File: src/rtl/integer_issue_queue_pkg.sv
// Shared types and constants for the integer issue queue.
// Holds the queue geometry, operand/tag widths, integer opcode encodings
// and the packed per-entry payload stored in each queue slot.
package integer_issue_queue_pkg;

    localparam int unsigned DEPTH  = 4;
    localparam int unsigned DATA_W = 32;
    localparam int unsigned TAG_W  = 6;
    localparam int unsigned OP_W   = 3;

    // Integer execution unit opcodes
    localparam logic [OP_W-1:0] OP_ADD = 3'b000;
    localparam logic [OP_W-1:0] OP_SUB = 3'b001;
    localparam logic [OP_W-1:0] OP_AND = 3'b010;
    localparam logic [OP_W-1:0] OP_OR  = 3'b011;
    localparam logic [OP_W-1:0] OP_XOR = 3'b100;
    localparam logic [OP_W-1:0] OP_SLT = 3'b101;
    localparam logic [OP_W-1:0] OP_SLL = 3'b110;
    localparam logic [OP_W-1:0] OP_SRL = 3'b111;

    // One reservation entry
    typedef struct packed {
        logic              valid;
        logic [DATA_W-1:0] rs_data;
        logic [TAG_W-1:0]  rs_tag;
        logic              rs_valid;
        logic [DATA_W-1:0] rt_data;
        logic [TAG_W-1:0]  rt_tag;
        logic              rt_valid;
        logic [OP_W-1:0]   opcode;
        logic [TAG_W-1:0]  rd_tag;
    } iq_entry_t;

endpackage

File: src/rtl/iq_entry_wakeup.sv
// Combinational CDB snoop for one operand slot.
// Ports:
//   slot_valid          - the slot holds (or is receiving) a live instruction
//   op_valid/op_tag/op_data - current operand state
//   cdb_valid/cdb_tag/cdb_data - common data bus broadcast
//   op_valid_c/op_data_c - operand state after a possible capture
module iq_entry_wakeup
    import integer_issue_queue_pkg::*;
(
    input  logic              slot_valid,
    input  logic              op_valid,
    input  logic [TAG_W-1:0]  op_tag,
    input  logic [DATA_W-1:0] op_data,
    input  logic              cdb_valid,
    input  logic [TAG_W-1:0]  cdb_tag,
    input  logic [DATA_W-1:0] cdb_data,
    output logic              op_valid_c,
    output logic [DATA_W-1:0] op_data_c
);

    logic hit_c;

    // Only a still-pending operand may capture; a valid one keeps its value
    assign hit_c      = slot_valid & cdb_valid & ~op_valid & (op_tag == cdb_tag);
    assign op_valid_c = op_valid | hit_c;
    assign op_data_c  = hit_c ? cdb_data : op_data;

endmodule

File: src/rtl/integer_issue_queue.sv
// Integer reservation queue: age-ordered entries (index 0 oldest), issue of
// the oldest fully ready entry, CDB operand wakeup, and compaction on issue.
// Ports:
//   clk, reset (sync, active-low)
//   dispatch_*      - instruction write from dispatch
//   issueque_full   - all entries occupied
//   cdb_*           - common data bus broadcast
//   issueque_ready  - a fully ready entry is presented
//   issueque_rs_data/rt_data/rd_tag/opcode - fields of the presented entry
//   issueblk_done   - issue block takes the presented entry
module integer_issue_queue
    import integer_issue_queue_pkg::*;
(
    input  logic              clk,
    input  logic              reset,
    input  logic              dispatch_enable,
    input  logic [DATA_W-1:0] dispatch_rs_data,
    input  logic [DATA_W-1:0] dispatch_rt_data,
    input  logic [TAG_W-1:0]  dispatch_rs_tag,
    input  logic [TAG_W-1:0]  dispatch_rt_tag,
    input  logic              dispatch_rs_data_val,
    input  logic              dispatch_rt_data_val,
    input  logic [OP_W-1:0]   dispatch_opcode,
    input  logic [TAG_W-1:0]  dispatch_rd_tag,
    output logic              issueque_full,
    input  logic [TAG_W-1:0]  cdb_tag,
    input  logic [DATA_W-1:0] cdb_data,
    input  logic              cdb_valid,
    output logic              issueque_ready,
    output logic [DATA_W-1:0] issueque_rs_data,
    output logic [DATA_W-1:0] issueque_rt_data,
    output logic [TAG_W-1:0]  issueque_rd_tag,
    output logic [OP_W-1:0]   issueque_opcode,
    input  logic              issueblk_done
);

    localparam int unsigned IDX_W = $clog2(DEPTH);

    iq_entry_t         q       [DEPTH];
    iq_entry_t         woken_c [DEPTH];
    iq_entry_t         next_c  [DEPTH];
    iq_entry_t         disp_c;

    logic [DEPTH-1:0]  wk_rs_valid_c;
    logic [DEPTH-1:0]  wk_rt_valid_c;
    logic [DATA_W-1:0] wk_rs_data_c [DEPTH];
    logic [DATA_W-1:0] wk_rt_data_c [DEPTH];

    logic              disp_rs_valid_c;
    logic              disp_rt_valid_c;
    logic [DATA_W-1:0] disp_rs_data_c;
    logic [DATA_W-1:0] disp_rt_data_c;

    logic              ready_c;
    logic              full_c;
    logic              remove_c;
    logic [IDX_W-1:0]  sel_c;

    // CDB snoop for every stored operand
    for (genvar g = 0; g < DEPTH; g++) begin : g_wake
        iq_entry_wakeup u_rs (
            .slot_valid (q[g].valid),
            .op_valid   (q[g].rs_valid),
            .op_tag     (q[g].rs_tag),
            .op_data    (q[g].rs_data),
            .cdb_valid  (cdb_valid),
            .cdb_tag    (cdb_tag),
            .cdb_data   (cdb_data),
            .op_valid_c (wk_rs_valid_c[g]),
            .op_data_c  (wk_rs_data_c[g])
        );
        iq_entry_wakeup u_rt (
            .slot_valid (q[g].valid),
            .op_valid   (q[g].rt_valid),
            .op_tag     (q[g].rt_tag),
            .op_data    (q[g].rt_data),
            .cdb_valid  (cdb_valid),
            .cdb_tag    (cdb_tag),
            .cdb_data   (cdb_data),
            .op_valid_c (wk_rt_valid_c[g]),
            .op_data_c  (wk_rt_data_c[g])
        );
    end

    // CDB snoop for the instruction being dispatched this cycle
    iq_entry_wakeup u_disp_rs (
        .slot_valid (dispatch_enable),
        .op_valid   (dispatch_rs_data_val),
        .op_tag     (dispatch_rs_tag),
        .op_data    (dispatch_rs_data),
        .cdb_valid  (cdb_valid),
        .cdb_tag    (cdb_tag),
        .cdb_data   (cdb_data),
        .op_valid_c (disp_rs_valid_c),
        .op_data_c  (disp_rs_data_c)
    );
    iq_entry_wakeup u_disp_rt (
        .slot_valid (dispatch_enable),
        .op_valid   (dispatch_rt_data_val),
        .op_tag     (dispatch_rt_tag),
        .op_data    (dispatch_rt_data),
        .cdb_valid  (cdb_valid),
        .cdb_tag    (cdb_tag),
        .cdb_data   (cdb_data),
        .op_valid_c (disp_rt_valid_c),
        .op_data_c  (disp_rt_data_c)
    );

    // Oldest-ready priority select and full detect on registered state
    always_comb begin
        sel_c   = '0;
        ready_c = 1'b0;
        full_c  = 1'b1;
        for (int i = DEPTH - 1; i >= 0; i--) begin
            if (q[i].valid && q[i].rs_valid && q[i].rt_valid) begin
                sel_c   = IDX_W'(i);
                ready_c = 1'b1;
            end
            if (!q[i].valid) begin
                full_c = 1'b0;
            end
        end
    end

    assign remove_c = issueblk_done & ready_c;

    // Merge captured operands back into each entry
    always_comb begin
        for (int i = 0; i < DEPTH; i++) begin
            woken_c[i]          = q[i];
            woken_c[i].rs_valid = wk_rs_valid_c[i];
            woken_c[i].rs_data  = wk_rs_data_c[i];
            woken_c[i].rt_valid = wk_rt_valid_c[i];
            woken_c[i].rt_data  = wk_rt_data_c[i];
        end
    end

    // Incoming entry, with any same-cycle CDB capture already applied
    always_comb begin
        disp_c          = '0;
        disp_c.valid    = 1'b1;
        disp_c.rs_data  = disp_rs_data_c;
        disp_c.rs_tag   = dispatch_rs_tag;
        disp_c.rs_valid = disp_rs_valid_c;
        disp_c.rt_data  = disp_rt_data_c;
        disp_c.rt_tag   = dispatch_rt_tag;
        disp_c.rt_valid = disp_rt_valid_c;
        disp_c.opcode   = dispatch_opcode;
        disp_c.rd_tag   = dispatch_rd_tag;
    end

    // Compact over the issued slot, then append dispatch at the first hole
    always_comb begin
        logic written;
        written = 1'b0;
        for (int i = 0; i < DEPTH - 1; i++) begin
            next_c[i] = (remove_c && (IDX_W'(i) >= sel_c)) ? woken_c[i + 1] : woken_c[i];
        end
        next_c[DEPTH - 1] = remove_c ? '0 : woken_c[DEPTH - 1];
        // full_c is pre-issue state: no issue-to-dispatch bypass
        if (dispatch_enable && !full_c) begin
            for (int i = 0; i < DEPTH; i++) begin
                if (!written && !next_c[i].valid) begin
                    next_c[i] = disp_c;
                    written   = 1'b1;
                end
            end
        end
    end

    // Entry storage
    always_ff @(posedge clk) begin
        for (int i = 0; i < DEPTH; i++) begin
            if (!reset) begin
                q[i] <= '0;
            end else begin
                q[i] <= next_c[i];
            end
        end
    end

    assign issueque_ready   = ready_c;
    assign issueque_full    = full_c;
    assign issueque_rs_data = ready_c ? q[sel_c].rs_data : '0;
    assign issueque_rt_data = ready_c ? q[sel_c].rt_data : '0;
    assign issueque_rd_tag  = ready_c ? q[sel_c].rd_tag  : '0;
    assign issueque_opcode  = ready_c ? q[sel_c].opcode  : '0;

endmodule

File: config.mk
export PLATFORM = sky130hd
export DESIGN_NAME = integer_issue_queue
export DESIGN_NICKNAME = d
export VERILOG_FILES = /design/src/rtl/integer_issue_queue_pkg.sv /design/src/rtl/iq_entry_wakeup.sv /design/src/rtl/integer_issue_queue.sv
export SDC_FILE = /design/constraint.sdc
export NUM_CORES = 1
export LEC_CHECK = 0
export ABC_CLOCK_PERIOD_IN_PS = 5650
export BUFFER_PORTS_ARGS = -buffer_cell sky130_fd_sc_hd__buf_2
export CORE_MARGIN = 4
export CORE_UTILIZATION = 50
export DETAILED_ROUTE_END_ITERATION = 8
export PLACE_DENSITY_LB_ADDON = 0.15
export SLEW_MARGIN = 30
export SYNTH_ARGS = -nofsm -noshare
export SYNTH_HDL_FRONTEND = slang
export SYNTH_HIERARCHICAL = 1
export SYNTH_SLANG_ARGS = --single-unit
File: constraint.sdc
create_clock -name clk -period 5.65 [get_ports clk]
set_input_delay 0.2825 -clock clk [delete_from_list [all_inputs] [get_ports clk]]
set_output_delay 0.2825 -clock clk [all_outputs]
set_load 0.01 [all_outputs]
* After elaboration in Yosys (flattened, before gate mapping)
Memory sizes are Yosys's and may differ from the RTL's.
Index checks and enable logic that the tools add are counted.
** Storage, ports and cells
- Register bits after elaboration :: 0
- Bits in writable memories :: 352
- Output and inout port bits :: 75
- Memories :: 1
** Cells by class
- Magnitude comparators :: 3
- Equal/unequal tests :: 10
- Multiplexer cells :: 47
- Bitwise logic cells :: 50
- Reduce and logical (&&, ||, !) cells :: 22
** Memories
- q :: words 4, bits a word 88, read ports 5, clocked after Yosys merged registers in 0, wr ports 4, line integer_issue_queue.sv:39 : iq_entry_t q [DEPTH];
** Operators with widths (number)
- $mux W88 :: 11
- $mux W32 :: 12
- $mux W352 :: 1
- $mux W87 :: 1
- $eq A6 B6 Y1 :: 10
- $and A1 B1 Y1 :: 26
- $mux W1 :: 16
- $logic_and A1 B1 Y1 :: 15
- $or A1 B1 Y1 :: 14
- $not A1 Y1 :: 10
- $mux W2 :: 4
- $logic_not A1 Y1 :: 7
- $mux W6 :: 1
- $ge A1 B2 Y1 const A :: 2
- $mux W3 :: 1
- $ge A2 B2 Y1 const A :: 1

* Longest topological paths before layout
Gate-level depths: netlist of run 1.
An unclocked memory read counts as a cell.
- Word-level depth :: 25
- Depth in mapped cells :: 9
- Mapped depth without buffers :: 7

* Modules after synthesis
Netlist of run 1, hierarchy kept.
** By module, submodules not included
- integer_issue_queue :: instances 1, cells an instance 2237, area an instance 20061.7 um2, sequential area each 7046.8 um2
- iq_entry_wakeup :: instances 10, cells an instance 46, area an instance 590.6 um2, sequential area each 0.0 um2

* Worst setup path before layout of run 1
OpenSTA, ideal clock, no wires.
- Path type :: register -> output
- Start point :: memory q[2][87] (netlist name)
- End point :: output port issueque_opcode[0]
- Arrival time :: 1.865 ns
- Required time :: 5.368 ns
- Setup slack :: 3.503 ns
- Cell stages (with the launch flop) :: 10
- Path buffers :: 5
- Path through :: dfxtp_1 -> buf_2 -> and3_1 -> clkbuf_1 -> o211ai_2 -> buf_4 -> buf_6 -> buf_6 -> mux2i_1 -> a211oi_1
** RTL lines
- start: declaration :: line integer_issue_queue.sv:39
- end: declaration :: line integer_issue_queue.sv:33 : output logic [OP_W-1:0] issueque_opcode,

==> results of run 1 <==
## cells by family after synthesis
family,count (synthesis),synth area share
AOI/OAI and AO/OA,670,0.218
xor gates and xnor gates,60,0.0202
buffers and inverters,355,0.0670
DFF,352,0.271
muxes,654,0.309
and+or+nand+nor,606,0.114
## metal layers
metal  vias to the layer above  global-route usage
li1                      10300                   -
met1                     11300               0.397
met2                      1067               0.497
met3                       180              0.0519
met4                         2               0.109
met5                         -                   0
## worst max-delay path: stages (launching register included)
cell	delay, ns
dfxtp_1	0.51
and3_2	0.61
buf_4	0.71
nor4_2	0.13
buf_4	0.47
a211oi_1	0.57
buf_2	0.23
## layout by cell type (no fill, tap or decap), types with 80 or more instances in the layout
| cell | instances |
|---|---|
| dfxtp_1 | 352 |
| mux2i_1 | 334 |
| mux2_4 | 290 |
| nand2_1 | 273 |
| buf_2 | 203 |
| nand3_1 | 177 |
| and3_1 | 88 |
| o211a_1 | 87 |
| o21ai_0 | 87 |
| o311ai_0 | 87 |
| a21boi_0 | 80 |
## worst paths after layout
path                 startpoint  slack, ns                    to
max                    q[3][87]       1.54  issueque_rt_data[10]
min          dispatch_rt_tag[0]       0.03              q[0][10]
max reg2reg            q[2][87]       2.18              q[3][64]
min reg2reg             q[3][7]       0.48               q[3][7]
## per-stage QoR
stage               power (mW)  worst slack [ns]  hold slack [ns]
floorplan                 3.18              3.50            0.406
global placement          3.40              2.15            0.456
detailed placement        3.43              2.17            0.467
CTS                       6.17              1.55          0.00566
global route              6.35              1.41           0.0224
finish                    6.14              1.54           0.0269
## area by class of cell
| class | instances | share of cell area |
|---|---|---|
| flip-flops and latches | 352 | 0.248 |
| clock buffers | 71 | 0.0477 |
| diodes | 1 | 0.0000882 |
| inverters | 21 | 0.00278 |
| clock inverters | 2 | 0.000441 |
| well taps | 680 | 0.0300 |
| repair buffers | 271 | 0.0601 |
| multi-input cells | 1990 | 0.610 |
## timing repair
action / in CTS / in global routing
hold endpoints to repair: 18 / 0
hold buffers: 18 / 0
setup endpoints to repair: 0 / 0
## power breakdown
part           internal, mW  switching, mW  leakage [nW]
clock                  1.62           1.13         0.667
combinational         0.346          0.406          10.3
sequential             2.58         0.0649          2.86
total                  4.54           1.60          13.8
==> flow_summary.yaml, run 1 <==
final_layout:
  nFillCells: 4600
  multi_input_area_um2: 17300
  regArea_um2: 7050
  fin_util: 0.552
  largest_register_ffs: 352
  area_delta_synth_final_pct: 9.21
  top_regs: "q x352"
  drive_gt1_frac: 0.248
  nets: 2809
  fin_cells: 3388
  top_register: "q"
  stdcell_area_um2: 28400
routing:
  drc: 0
  wl_met3_um: 6300
  drtAntennaViolNets: 0
  vias: 22900
  vias_per_cell: 6.75
  met2_length_um: 41900
  dr.pass1.iters: 6
  drt-initial-drc-count: 2274
  wl_um: 89000
  wl_per_cell_um: 26.3
  wl_met1_um: 38100
  top_layer_used: "met5"
synth:
  post-synth-top-area-cell: "dfxtp_1"
  yosys.cell_types.count: 47
  syn_avg_cell_area_um2: 9.63
  netlist_top_cells_area: "dfxtp_1 (27%), mux2_4 (17%), mux2i_1 (13%)"
  syn_area_um2: 26000
  yosysMostFrequentCell: "dfxtp_1"
  synth_top_flop_cell: "dfxtp_1"
  synth_seq_cells: 352
  synth_top_area_frac: 0.271
  syn-num-nets: 2827
  synth_edf_count: 0
  syn_inst: 2697
  yosysWarnings: 6
  synth-seq-area-share: 0.271
  async_reset_ff_frac: 0
  synthTopCellsByCount: "dfxtp_1 (352), mux2i_1 (334), mux2_4 (290), nand2_1 (274), clkbuf_1 (202)"
placed_design:
  place_hpwl_um: 50100
  post-place-cells: 3296
  gp_congestion: 0.833
  io_buffers: 204
  placed_cell_area_um2: 26800
clock_tree:
  clockBufferDepth: 3
  path_clk_slew_ns: 0.06
  root_buffer: "clkbuf_16"
  h-tree-depth: 2
  cts_buffers: 43
  postCtsSetupRepairBufs: 0
  cts_sinks: 352
  clk_latency_ns: 0.58
  cts_resized: 0
  cts_tree: "built"
outcome:
  status: "finished clean"
power:
  p_per_area_nw_per_um2: 216
  vdd_drop_max_v: 0.000188
  p_leak_nw: 13.8
timing:
  fin_skew_ns: 0.0200
  hold_viol: 0
  setup_viol: 0
  rsz0062_at_grt: "false"
  max_slew_margin: 0.300
  post-route-min-period_ns: 4.11
  finalSetupTns_ns: 0
  drv_slew: 0
  clock.fmax_mhz: 243
  period_share: 0.728
  worstMarginPinSlew_ns: 1.05
worst_setup_path:
  reg2reg_depth: 6
  arrival_ns: 3.83
  end_kind: "primary output"
  cp.required_ns: 5.37
  startpoint_type: "flop"
  critPathMaxFanout: 63
  path_class: "reg2out"
hold_path:
  hold_depth: 2
  hold_path_class: "in2reg"
floorplanning:
  die_x_um: 236
  fp.dieArea_um2: 55600
  dieHeight_um: 236
  core_um2: 51400
  rows: 83
  start_util: 0.505
  io_pins: 205
global_route:
  grt_overflow: 0
  grt_usage: 0.301
  grt_pass1_vias: 23400
  antenna_found_initial: 2
  grt_pass1_wl_um: 138000
  grt_max_degree: 148
run:
  maxCapViolations: 0
(Power assumes the default switching activity.)
==> run 2, diff against run 1 <==
ABC_CLOCK_PERIOD_IN_PS = 3800   (was 5650)
clock period = 3.8 ns   (was 5.65 ns; I/O delays follow)
==> run 2 against run 1 <==
  * Sequential share of layout area fell by 0.64 points
  * Clock skew down 0.0032 ns
  * Power grew 49%
  * Hold slack got worse by 0.0066 ns
  * Clock power rose by 47%
  * First-iteration DRC count grew 9.1%
  * Via count increased by 3.9%
  * Sequential power rose by 49%
  * Die area is the same
  * Setup slack got worse by 1.5 ns
  * Combinational power rose by 53%
  * Global-route usage grew 1.2 points
  * Critical path type unchanged
  * Critical endpoint is now issueque_rt_data[11]
==> flow_summary.yaml, run 2 (synthesized netlist as in run 1, its figures left out) <==
power:
  p_int_mw: 6.72
  combPwrFrac: 0.126
  p_per_area_nw_per_um2: 313
  clkPwrFrac: 0.443
  seq_power_share: 0.431
  vdd_drop_max_v: 0.000282
  p_sw_mw: 2.41
  swShare: 0.264
  p_leak_nw: 14.2
routing:
  wl_um: 92700
  wl_met1_um: 39200
  drtAntennaViolNets: 0
  dr.pass1.iters: 6
  drc: 0
  drt-initial-drc-count: 2480
  wl_met3_um: 7150
  top_layer_used: "met5"
  vias: 23700
  vias_per_cell: 6.85
  wl_per_cell_um: 26.8
  met2_length_um: 42800
floorplanning:
  fp.dieArea_um2: 55600
  die_x_um: 236
  core_um2: 51400
  io_pins: 205
  rows: 83
  start_util: 0.505
  dieHeight_um: 236
clock_tree:
  clk_latency_ns: 0.58
  clockBufferDepth: 3
  path_clk_slew_ns: 0.06
  h-tree-depth: 2
  cts_tree: "built"
  cts_sinks: 352
  cts_buffers: 43
  root_buffer: "clkbuf_16"
worst_setup_path:
  startpoint_type: "flop"
  cp.required_ns: 3.61
  critPathMaxFanout: 40
  end_kind: "primary output"
  arrival_ns: 3.54
  path_class: "reg2out"
outcome:
  status: "finished clean"
final_layout:
  fin_cells: 3465
  top_regs: "q x352"
  nets: 2885
  final_cell_mix: "dfxtp_1 (352), mux2i_1 (334), mux2_4 (290), nand2_1 (273), buf_2 (203)"
  regArea_um2: 7050
  largest_register_ffs: 352
  drive_gt1_frac: 0.255
  nFillCells: 4590
  diodes: 0
  multi_input_area_um2: 17300
  area_delta_synth_final_pct: 12.1
  top_register: "q"
  layout_commonest_cell: "dfxtp_1"
global_route:
  grt_pass1_vias: 24500
  antenna_found_initial: 1
  grt_overflow: 0
  grt_pass1_wl_um: 143000
  grt_max_degree: 212
  grt_usage: 0.313
timing:
  setup_viol: 0
  period_share: 0.981
  rsz0062_at_grt: "false"
  hold_viol: 0
  post-route-min-period_ns: 3.73
  worstMarginPinSlew_ns: 1.10
  clock.fmax_mhz: 268
  finalSetupTns_ns: 0
  drv_slew: 0
  fin_skew_ns: 0.0168
  max_slew_margin: 0.267
placed_design:
  io_buffers: 204
  post-place-cells: 3333
  gp_congestion: 0.842
  place_hpwl_um: 52000
run:
  maxCapViolations: 0
hold_path:
  hold_path_class: "in2reg"
## run 2: path summary, 6_finish.rpt
kind                         from              endpoint  slack, ns  depth (start not counted)
max                       q[0][9]  issueque_rt_data[11]       0.07                          6
min          dispatch_rs_data[30]              q[0][85]       0.02                          3
max reg2reg              q[3][87]              q[2][59]       1.00                          8
min reg2reg               q[3][8]               q[3][8]       0.48                          2
## run 2: metrics by stage
stage,utilization,hold slack (ns),area [um2],setup WS (ns),total power [mW]
6_report,0.566,0.0204,29100,0.0727,9.12
5_1_grt,0.566,0.0142,29100,0.0147,9.40
4_1_cts,0.566,0.000730,29100,0.0269,9.14
3_5_place_dp,0.529,0.459,27200,0.638,5.09
3_3_place_gp,0.529,0.449,27200,0.703,5.06
2_1_floorplan,-,0.314,26000,1.73,4.73
## run 2: area by class of cell
cell class	count	share of cell area
Multi-Input combinational cell	1991	0.595
Sequential cell	352	0.242
Timing Repair Buffer	346	0.0856
Clock buffer	71	0.0451
Tap cell	680	0.0292
Inverter	21	0.00271
Clock inverter	4	0.000688
## run 2: power groups by stage
stage	sequential (mW)	clock (mW)	combinational (mW)
2_1_floorplan	3.97	0	0.758
3_3_place_gp	4.00	0	1.06
3_5_place_dp	4.00	0	1.09
4_1_cts	3.93	4.07	1.14
5_1_grt	3.94	4.22	1.24
6_report	3.93	4.04	1.15
## run 2: layer usage
layer,vias to the layer above,global-route usage
met1,11900,0.409
met2,1161,0.515
met5,-,0
met4,2,0.126
met3,234,0.0564
li1,10500,-
## run 2: what timing repair did
| item | CTS | global route |
|---|---|---|
| setup buffers | 0 | 0 |
| endpoints found under the setup margin | 0 | 6 |
| hold buffers | 56 | 0 |
| gates resized for setup | 0 | 2 |
| endpoints found under the hold margin | 119 | 0 |
## run 2: worst max-delay path, cell delays in order, from the launching register on
cell	delay, ns
dfxtp_1	0.52
and3_2	0.75
nor4_2	0.14
buf_4	0.36
buf_4	0.36
a211oi_1	0.53
buf_2	0.24
==> run 3, diff against run 2 <==
RECOVER_POWER = 100   (was default)
REMOVE_ABC_BUFFERS = 1   (was default)
==> run 3 against run 2 <==
  * The flow now finishes with violations (max-capacitance violations, max-slew violations)
  * Core utilization is 0.43 points lower
  * Global-route usage is 0.11 points higher
  * Count of clock-buffer cells in the layout is 13 lower
  * Die area stayed put
  * Sequential share of layout area is 0.19 points higher
==> flow_summary.yaml, run 3 (synthesized netlist as in run 1, its figures left out) <==
worst_setup_path:
  end_kind: "primary output"
  cp-endpoint: "issueque_rt_data[30]"
  reg2reg_depth: 7
  critPathMaxFanout: 56
  rr_startpoint: "q[2][87]"
  cp.required_ns: 3.61
  regToRegSetupSlack_ns: 0.17
  reg2reg_to: "q[3][74]"
  cp-startpoint: "q[0][48]"
  startpoint_type: "flop"
  arrival_ns: 3.54
  path_class: "reg2out"
routing:
  drt-initial-drc-count: 2532
  dr.pass1.iters: 5
  vias_per_cell: 6.85
  vias: 23600
  wl_um: 93100
  wl_per_cell_um: 27.0
  drc: 0
  drtAntennaViolNets: 0
floorplanning:
  dieHeight_um: 236
  rows: 83
  start_util: 0.505
  die_x_um: 236
  io_pins: 205
  fp.dieArea_um2: 55600
  core_um2: 51400
final_layout:
  fin_cells: 3445
  area_delta_synth_final_pct: 11.2
  stdcell_area_um2: 28900
  fin_util: 0.562
  largest_register_ffs: 352
  drive_gt1_frac: 0.234
  top_register: "q"
  top_regs: "q x352"
  nets: 2864
  final_cell_mix: "dfxtp_1 (352), mux2i_1 (334), mux2_4 (290), nand2_1 (273), nand3_1 (177)"
  layout_commonest_cell: "dfxtp_1"
power:
  combPwrFrac: 0.123
  p_int_mw: 6.97
  seq_power_share: 0.416
  p_per_area_nw_per_um2: 327
  p_sw_mw: 2.47
  swShare: 0.262
  vdd_drop_max_v: 0.000265
  p_leak_nw: 13.8
  clkPwrFrac: 0.461
global_route:
  grt_overflow: 0
  grt_pass1_vias: 24000
  grt_pass1_wl_um: 142000
  antenna_found_initial: 1
  grt_usage: 0.314
  grt_max_degree: 137
timing:
  post-route-min-period_ns: 3.73
  setup_viol: 0
  fin_hold_ws_ns: 0.0163
  hold_viol: 0
  period_share: 0.981
  fin_skew_ns: 0.0157
  worstMarginPinSlew_ns: 1.85
  max_slew_margin: -0.234
  drv_slew: 329
  clock.fmax_mhz: 268
  rsz0062_at_grt: "false"
clock_tree:
  postCtsSetupRepairBufs: 0
  root_buffer: "clkbuf_16"
  cts_tree: "built"
  clockBufferDepth: 3
  h-tree-depth: 2
  cts_buffers: 44
  cts_sinks: 352
  clk_latency_ns: 0.58
  path_clk_slew_ns: 0.06
placed_design:
  place_hpwl_um: 50600
  gp_congestion: 0.843
  io_buffers: 204
  post-place-cells: 3314
  placed_cell_area_um2: 27000
outcome:
  status: "finished, violations left"
  violations: "max-capacitance violations, max-slew violations"
run:
  maxCapViolations: 5
hold_path:
  hp-start: "dispatch_rs_data[10]"
  hold_path_class: "in2reg"
[run 3: cell type report]
type | instances | area (um2)
sequential | 352 | 7050
clock inverter | 18 | 198
multi-input combinational | 1990 | 17300
fill | 4559 | 22500
antenna | 1 | 2.50
inverter | 21 | 78.8
tap | 680 | 851
timing repair buffer | 325 | 2150
clock buffer | 58 | 1260
[run 3: layer usage]
metal | share of wire | global-route usage | vias to the layer above
met5 | 0 | 0 | -
met4 | 0.037 | 0.124 | 0
met3 | 0.084 | 0.0579 | 248
met2 | 0.45 | 0.494 | 1220
met1 | 0.43 | 0.429 | 11700
li1 | - | - | 10400
[run 3: worst min-delay path by stage]
stage / end / depth (start not counted)
floorplan: q[2][87] / 1
global placement: q[0][7] / 2
detailed placement: q[0][2] / 2
CTS: q[0][65] / 3
global route: q[0][75] / 3
finish: q[0][65] / 3
[run 3: repair_timing]
item	CTS	global route
hold buffers	54	0
hold endpoints to repair	118	0
endpoints found under the setup margin	0	4
gates resized for setup	0	1
[run 3: metrics by stage]
stage | TNS (ns) | total power, mW | setup WS, ns
finish | 0 | 9.44 | 0.0720
global route | 0 | 9.74 | 0.00716
detailed placement | 0 | 5.10 | 0.728
global placement | 0 | 5.07 | 0.788
floorplan | -2548.01 | 4.72 | -8.64
CTS | 0 | 9.48 | 0.121
[run 3: power groups by stage]
stage | combinational, mW | sequential, mW | clock (mW)
final | 1.16 | 3.93 | 4.35
after global routing | 1.25 | 3.94 | 4.55
after CTS | 1.15 | 3.92 | 4.41
after detailed placement | 1.09 | 4.00 | 0
after global placement | 1.07 | 4.00 | 0
after floorplan | 0.750 | 3.97 | 0
[run 3: critical path, cell delays in order, from the launching register on]
cell,delay [ns]
dfxtp_1,0.52
and3_4,0.43
buf_4,0.58
nor4_1,0.23
buf_12,0.29
a211oi_1,0.63
clkbuf_2,0.26
